--- config.mk ---
export PLATFORM = sky130hd
export DESIGN_NAME = openram_port_arbiter
export DESIGN_NICKNAME = d
export VERILOG_FILES = /design/src/rtl/openram_port_arbiter.sv
export SDC_FILE = /design/constraint.sdc
export NUM_CORES = 1
export LEC_CHECK = 0
export ABC_AREA = 1
export CAP_MARGIN = 15
export CORE_MARGIN = 2
export CORE_UTILIZATION = 30
export DETAILED_ROUTE_END_ITERATION = 16
export PLACE_DENSITY = 0.71
export SYNTH_ARGS = -nofsm -noshare
export SYNTH_HDL_FRONTEND = slang
export SYNTH_SLANG_ARGS = --single-unit
--- constraint.sdc ---
create_clock -name wb_clk_i -period 3.01 [get_ports wb_clk_i]
set_input_delay 0.7525 -clock wb_clk_i [delete_from_list [all_inputs] [get_ports wb_clk_i]]
set_output_delay 0.7525 -clock wb_clk_i [all_outputs]
set_load 0.05 [all_outputs]
--- src/rtl/openram_port_arbiter.sv ---
// Round-robin arbiter sharing port 0 of the 1 kB OpenRAM macro between requesters A and B.
// Optional grant/stall statistics counters are enabled by defining OPENRAM_ARB_STATS_EN.
module openram_port_arbiter #(
  parameter int AW       = 8,
  parameter int DW       = 32,
  parameter int MW       = 4,
  parameter int READ_LAT = 1
) (
  input  logic          wb_clk_i,
  input  logic          wb_rst_ni,
  input  logic          a_req,
  input  logic          a_we,
  input  logic [MW-1:0] a_wmask,
  input  logic [AW-1:0] a_addr,
  input  logic [DW-1:0] a_wdata,
  input  logic          b_req,
  input  logic          b_we,
  input  logic [MW-1:0] b_wmask,
  input  logic [AW-1:0] b_addr,
  input  logic [DW-1:0] b_wdata,
  output logic          a_gnt,
  output logic          a_rvalid,
  output logic [DW-1:0] a_rdata,
  output logic          b_gnt,
  output logic          b_rvalid,
  output logic [DW-1:0] b_rdata,
`ifdef OPENRAM_ARB_STATS_EN
  input  logic          stats_clr,
  output logic [15:0]   gnt_cnt_a,
  output logic [15:0]   gnt_cnt_b,
  output logic [15:0]   stall_cnt,
`endif
  output logic          openram_clk0,
  output logic          openram_csb0,
  output logic          openram_web0,
  output logic [MW-1:0] openram_wmask0,
  output logic [AW-1:0] openram_addr0,
  output logic [DW-1:0] openram_din0,
  input  logic [DW-1:0] openram_dout0
);

  typedef enum logic [1:0] {IDLE = 2'd0, ISSUE = 2'd1, WAIT = 2'd2} state_t;

  localparam logic [1:0] LAT = READ_LAT[1:0];

  state_t        r_state, w_state_nxt;
  logic          r_last_b, w_last_b_nxt;
  logic          r_sel_b, w_sel_b_nxt;
  logic [1:0]    r_cnt, w_cnt_nxt;
  logic          r_csb, w_csb_nxt;
  logic          r_web, w_web_nxt;
  logic [MW-1:0] r_wmask, w_wmask_nxt;
  logic [AW-1:0] r_addr, w_addr_nxt;
  logic [DW-1:0] r_din, w_din_nxt;
  logic          r_gnt_a, w_gnt_a_nxt, r_gnt_b, w_gnt_b_nxt;
  logic          r_rvalid_a, w_rvalid_a_nxt, r_rvalid_b, w_rvalid_b_nxt;
  logic [DW-1:0] r_rdata_a, w_rdata_a_nxt, r_rdata_b, w_rdata_b_nxt;

  logic          w_win_b;
  logic          w_win_we;
  logic [MW-1:0] w_win_wmask;
  logic [AW-1:0] w_win_addr;
  logic [DW-1:0] w_win_wdata;

  // On a tie the side that was not granted last wins.
  assign w_win_b     = b_req & (~a_req | ~r_last_b);
  assign w_win_we    = w_win_b ? b_we    : a_we;
  assign w_win_wmask = w_win_b ? b_wmask : a_wmask;
  assign w_win_addr  = w_win_b ? b_addr  : a_addr;
  assign w_win_wdata = w_win_b ? b_wdata : a_wdata;

  // Next-state and next-output logic of the arbitration FSM.
  always_comb begin
    w_state_nxt    = r_state;
    w_last_b_nxt   = r_last_b;
    w_sel_b_nxt    = r_sel_b;
    w_cnt_nxt      = r_cnt;
    w_csb_nxt      = r_csb;
    w_web_nxt      = r_web;
    w_wmask_nxt    = r_wmask;
    w_addr_nxt     = r_addr;
    w_din_nxt      = r_din;
    w_gnt_a_nxt    = 1'b0;
    w_gnt_b_nxt    = 1'b0;
    w_rvalid_a_nxt = 1'b0;
    w_rvalid_b_nxt = 1'b0;
    w_rdata_a_nxt  = r_rdata_a;
    w_rdata_b_nxt  = r_rdata_b;
    case (r_state)
      IDLE: begin
        if (a_req | b_req) begin
          w_state_nxt  = ISSUE;
          w_last_b_nxt = w_win_b;
          w_sel_b_nxt  = w_win_b;
          w_csb_nxt    = 1'b0;
          w_web_nxt    = ~w_win_we;
          w_wmask_nxt  = w_win_we ? w_win_wmask : {MW{1'b0}};
          w_addr_nxt   = w_win_addr;
          w_din_nxt    = w_win_wdata;
          w_gnt_a_nxt  = ~w_win_b;
          w_gnt_b_nxt  = w_win_b;
        end else begin
          w_state_nxt = IDLE;
        end
      end
      ISSUE: begin
        w_csb_nxt   = 1'b1;
        w_web_nxt   = 1'b1;
        w_wmask_nxt = {MW{1'b0}};
        if (!r_web) begin
          w_state_nxt = IDLE;
        end else begin
          w_state_nxt = WAIT;
          w_cnt_nxt   = LAT;
        end
      end
      WAIT: begin
        if (r_cnt == 2'd1) begin
          w_state_nxt = IDLE;
          if (r_sel_b) begin
            w_rdata_b_nxt  = openram_dout0;
            w_rvalid_b_nxt = 1'b1;
          end else begin
            w_rdata_a_nxt  = openram_dout0;
            w_rvalid_a_nxt = 1'b1;
          end
        end else begin
          w_cnt_nxt = r_cnt - 2'd1;
        end
      end
      default: begin
        w_state_nxt = IDLE;
      end
    endcase
  end

  // State and registered SRAM/requester outputs; reset leaves B as last grant.
  always_ff @(posedge wb_clk_i or negedge wb_rst_ni) begin
    if (!wb_rst_ni) begin
      r_state    <= IDLE;
      r_last_b   <= 1'b1;
      r_sel_b    <= 1'b0;
      r_cnt      <= 2'd0;
      r_csb      <= 1'b1;
      r_web      <= 1'b1;
      r_wmask    <= {MW{1'b0}};
      r_addr     <= {AW{1'b0}};
      r_din      <= {DW{1'b0}};
      r_gnt_a    <= 1'b0;
      r_gnt_b    <= 1'b0;
      r_rvalid_a <= 1'b0;
      r_rvalid_b <= 1'b0;
      r_rdata_a  <= {DW{1'b0}};
      r_rdata_b  <= {DW{1'b0}};
    end else begin
      r_state    <= w_state_nxt;
      r_last_b   <= w_last_b_nxt;
      r_sel_b    <= w_sel_b_nxt;
      r_cnt      <= w_cnt_nxt;
      r_csb      <= w_csb_nxt;
      r_web      <= w_web_nxt;
      r_wmask    <= w_wmask_nxt;
      r_addr     <= w_addr_nxt;
      r_din      <= w_din_nxt;
      r_gnt_a    <= w_gnt_a_nxt;
      r_gnt_b    <= w_gnt_b_nxt;
      r_rvalid_a <= w_rvalid_a_nxt;
      r_rvalid_b <= w_rvalid_b_nxt;
      r_rdata_a  <= w_rdata_a_nxt;
      r_rdata_b  <= w_rdata_b_nxt;
    end
  end

  assign openram_clk0   = wb_clk_i;
  assign openram_csb0   = r_csb;
  assign openram_web0   = r_web;
  assign openram_wmask0 = r_wmask;
  assign openram_addr0  = r_addr;
  assign openram_din0   = r_din;
  assign a_gnt          = r_gnt_a;
  assign b_gnt          = r_gnt_b;
  assign a_rvalid       = r_rvalid_a;
  assign b_rvalid       = r_rvalid_b;
  assign a_rdata        = r_rdata_a;
  assign b_rdata        = r_rdata_b;

`ifdef OPENRAM_ARB_STATS_EN
  logic [15:0] r_gnt_cnt_a, r_gnt_cnt_b, r_stall_cnt;

  function automatic logic [15:0] sat_inc(input logic [15:0] v, input logic en);
    return (en && (v != 16'hFFFF)) ? v + 16'd1 : v;
  endfunction

  // Saturating statistics; clear has priority over any increment.
  always_ff @(posedge wb_clk_i or negedge wb_rst_ni) begin
    if (!wb_rst_ni) begin
      r_gnt_cnt_a <= 16'd0;
      r_gnt_cnt_b <= 16'd0;
      r_stall_cnt <= 16'd0;
    end else if (stats_clr) begin
      r_gnt_cnt_a <= 16'd0;
      r_gnt_cnt_b <= 16'd0;
      r_stall_cnt <= 16'd0;
    end else begin
      r_gnt_cnt_a <= sat_inc(r_gnt_cnt_a, r_gnt_a);
      r_gnt_cnt_b <= sat_inc(r_gnt_cnt_b, r_gnt_b);
      r_stall_cnt <= sat_inc(r_stall_cnt, (a_req | b_req) & ~(r_gnt_a | r_gnt_b));
    end
  end

  assign gnt_cnt_a = r_gnt_cnt_a;
  assign gnt_cnt_b = r_gnt_cnt_b;
  assign stall_cnt = r_stall_cnt;
`endif

endmodule

==> results.json <==
{
  "outcome": "finished, final reports clean",
  "areaGrowthSynthToFinish_pct": 63.6,
  "synth_warnings": 0,
  "final_util": 0.502,
  "grt_max_degree": 66,
  "relSlewSlack": 0.588,
  "required_ns": 2.26,
  "total_power_mw": 11.3,
  "synthMostInstantiatedCell": "nand2_1",
  "critPathLaunchType": "clock port",
  "die_h_um": 134,
  "drive_above_1_share": 0.0960,
  "synth_mux_area_frac": 0,
  "die_x_um": 134,
  "wirelength_um": 13800,
  "peakVddDrop_uv": 624,
  "endpoint_kind": "output pin",
  "async_flop_share": 1.00,
  "grt_use_total": 0.158,
  "yosysTopAreaCell": "dfrtp_1",
  "critical_path_class": "clk2out",
  "clk_latency_ns": 0.52,
  "nNetsFinal": 907,
  "ys_types": 26,
  "synth-seq-area-share": 0.591,
  "synth-xor-area-share": 0,
  "ctsResizeCount": 1,
  "drc": 0,
  "io_buffers": 240,
  "power.net_switching_mw": 5.29,
  "swShare": 0.467,
  "setup_viol": 0,
  "grt_pass1_wl_um": 22300,
  "comb_power_share": 0.537,
  "yosys.area_share.simple": 0.170,
  "cp_max_fo": 2,
  "slew_violations": 0,
  "post-dp-hpwl_um": 9800,
  "hold_slack_ns": 0.217,
  "power_frac_seq": 0.252,
  "skew_ns": 0.00857,
  "p_int_mw": 6.02,
  "instances_no_fill": 1012,
  "start_util": 0.307,
  "placed_cells": 978,
  "cts_setup_buffers": 0,
  "synth_common_cells": "nand2_1 (133), dfrtp_1 (117), o21ai_1 (87)",
  "place.gp.congestion": 0.757,
  "power_density_mw_per_mm2": 1360,
  "vias": 4488,
  "num_antenna_cells": 0,
  "leakage_nw": 3.78,
  "synthTopCellsByArea": "dfrtp_1 (58%), nand2_1 (9.8%), o21ai_1 (8.6%)",
  "drtIter0Drc": 173,
  "tightest_slew_ns": 0.617,
  "postRouteAntennaNets": 0,
  "drt-met1-wl_um": 5960,
  "wl_met3_um": 1530,
  "met2_length_um": 6120,
  "synth_compound_area_frac": 0.151,
  "avgViaCountPerCell": 4.43,
  "highest_layer": "met4",
  "synth.ff_latch_count": 120,
  "tns_ns": 0,
  "core_area_mm2": 0.0166,
  "grt_remaining_overflow": 0,
  "hp-class": "in2async",
  "cts_tree": "built",
  "first_pass_iters": 4,
  "synth_top_family_by_area": "simple AND/OR/NAND/NOR gates",
  "synth_edf_count": 0,
  "synth_fp_nets": 666,
  "stdcell_area_mm2": 0.00833,
  "postSynthCellCount": 539,
  "clk_transition_reported_paths_ns": 0.05,
  "synth_top_cell_area_share": 0.576,
  "finalHoldViolCount": 0,
  "io_pins": 241,
  "layout_setup_ws_ns": 0.0958,
  "avgSynthCellArea_um2": 9.44,
  "critPathArrivalTime_ns": 2.16,
  "synth-adder-area-share": 0.00246,
  "wl_per_cell_um": 13.6,
  "maxCapViolCount": 0,
  "synth-main-ff-cell": "dfrtp_1",
  "antenna_found_initial": 0,
  "hold_buffers": 0,
  "netlist_area_mm2": 0.00509,
  "place_ws_ns": 0.0804,
  "grt_pass1_vias": 4343,
  "dieArea_mm2": 0.0180,
  "rsz0062_at_grt": "false",
  "place_area_mm2": 0.00763,
  "p_clk_frac": 0.211,
  "rows": 47
}
[worst max-delay path, stage by stage]
cell and delay, ns:
clkbuf_16 0.12, clkbuf_16 0.13, dlygate4sd2_1 0.41
[cell families (layout without fill, tap and decap cells)]
family | Yosys count | count (layout)
adders and majority gates | 1 | 1
and+or+nand+nor | 199 | 199
buffers and inverters | 82 | 335
AOI/OAI and AO/OA | 137 | 137
DFF | 120 | 120
[cells in the final DEF, fill, tap and decap left out, drive strengths merged]
cell type | netlist | layout
nand2 | 137 | 137
nand3 | 17 | 17
clkinv | 1 | 5
clkbuf | 5 | 26
o21a | 1 | 1
bufinv | 0 | 4
dfstp | 3 | 3
dlygate4sd2 | 0 | 1
o21ai | 132 | 132
o21bai | 4 | 4
nand3b | 5 | 5
clkdlybuf4s50 | 0 | 238
buf | 24 | 9
dfrtp | 117 | 117
ha | 1 | 1
nor2 | 40 | 40
inv | 52 | 52
[registers in the layout (all words and copies together) (netlist names)]
signal,cells
a_rdata,32
b_rdata,32
openram_din0,32
openram_addr0,8
openram_wmask0,4
r_cnt,2
r_state,2
a_gnt,1
a_rvalid,1
b_gnt,1
b_rvalid,1
openram_csb0,1
openram_web0,1
r_last_b,1
r_sel_b,1
[power groups by stage]
stage | clock network (mW) | logic [mW] | registers [mW]
2_1_floorplan | 0.0716 | 1.47 | 5.47
5_1_grt | 2.54 | 6.45 | 2.94
3_3_place_gp | 0.0767 | 6.09 | 2.83
4_1_cts | 2.46 | 6.14 | 2.85
3_5_place_dp | 0.0767 | 6.13 | 2.86
6_report | 2.39 | 6.07 | 2.85
[layer usage]
layer / global-route usage / up-vias
li1: - / 2216
met1: 0.201 / 2036
met2: 0.238 / 223
met3: 0.0684 / 13
met4: 0.0626 / 0
met5: 0 / -
[path summary, 6_finish.rpt]
path / from / endpoint / slack [ns] / cells after the start
setup / recovery: wb_clk_i / openram_clk0 / 0.1 / 3
hold / removal: wb_rst_ni / a_rdata[26] / 0.22 / 1
setup reg to reg: r_cnt[1] / a_rdata[17] / 1.14 / 6
hold reg to reg: openram_csb0 / openram_csb0 / 0.46 / 2
max in group asynchronous: wb_rst_ni / a_rdata[8] / 2.11 / 2
min in group wb_clk_i: openram_csb0 / openram_csb0 / 0.46 / 2
[area by class of cell]
cell class	count	area, um^2
Fill cell	1540	8260
Sequential cell	120	3010
Timing Repair Buffer	247	2490
Multi-Input combinational cell	337	1650
Clock buffer	27	562
Tap cell	220	275
Inverter	53	204
Clock inverter	8	144
No activity file was read; power rests on OpenSTA's default activity.
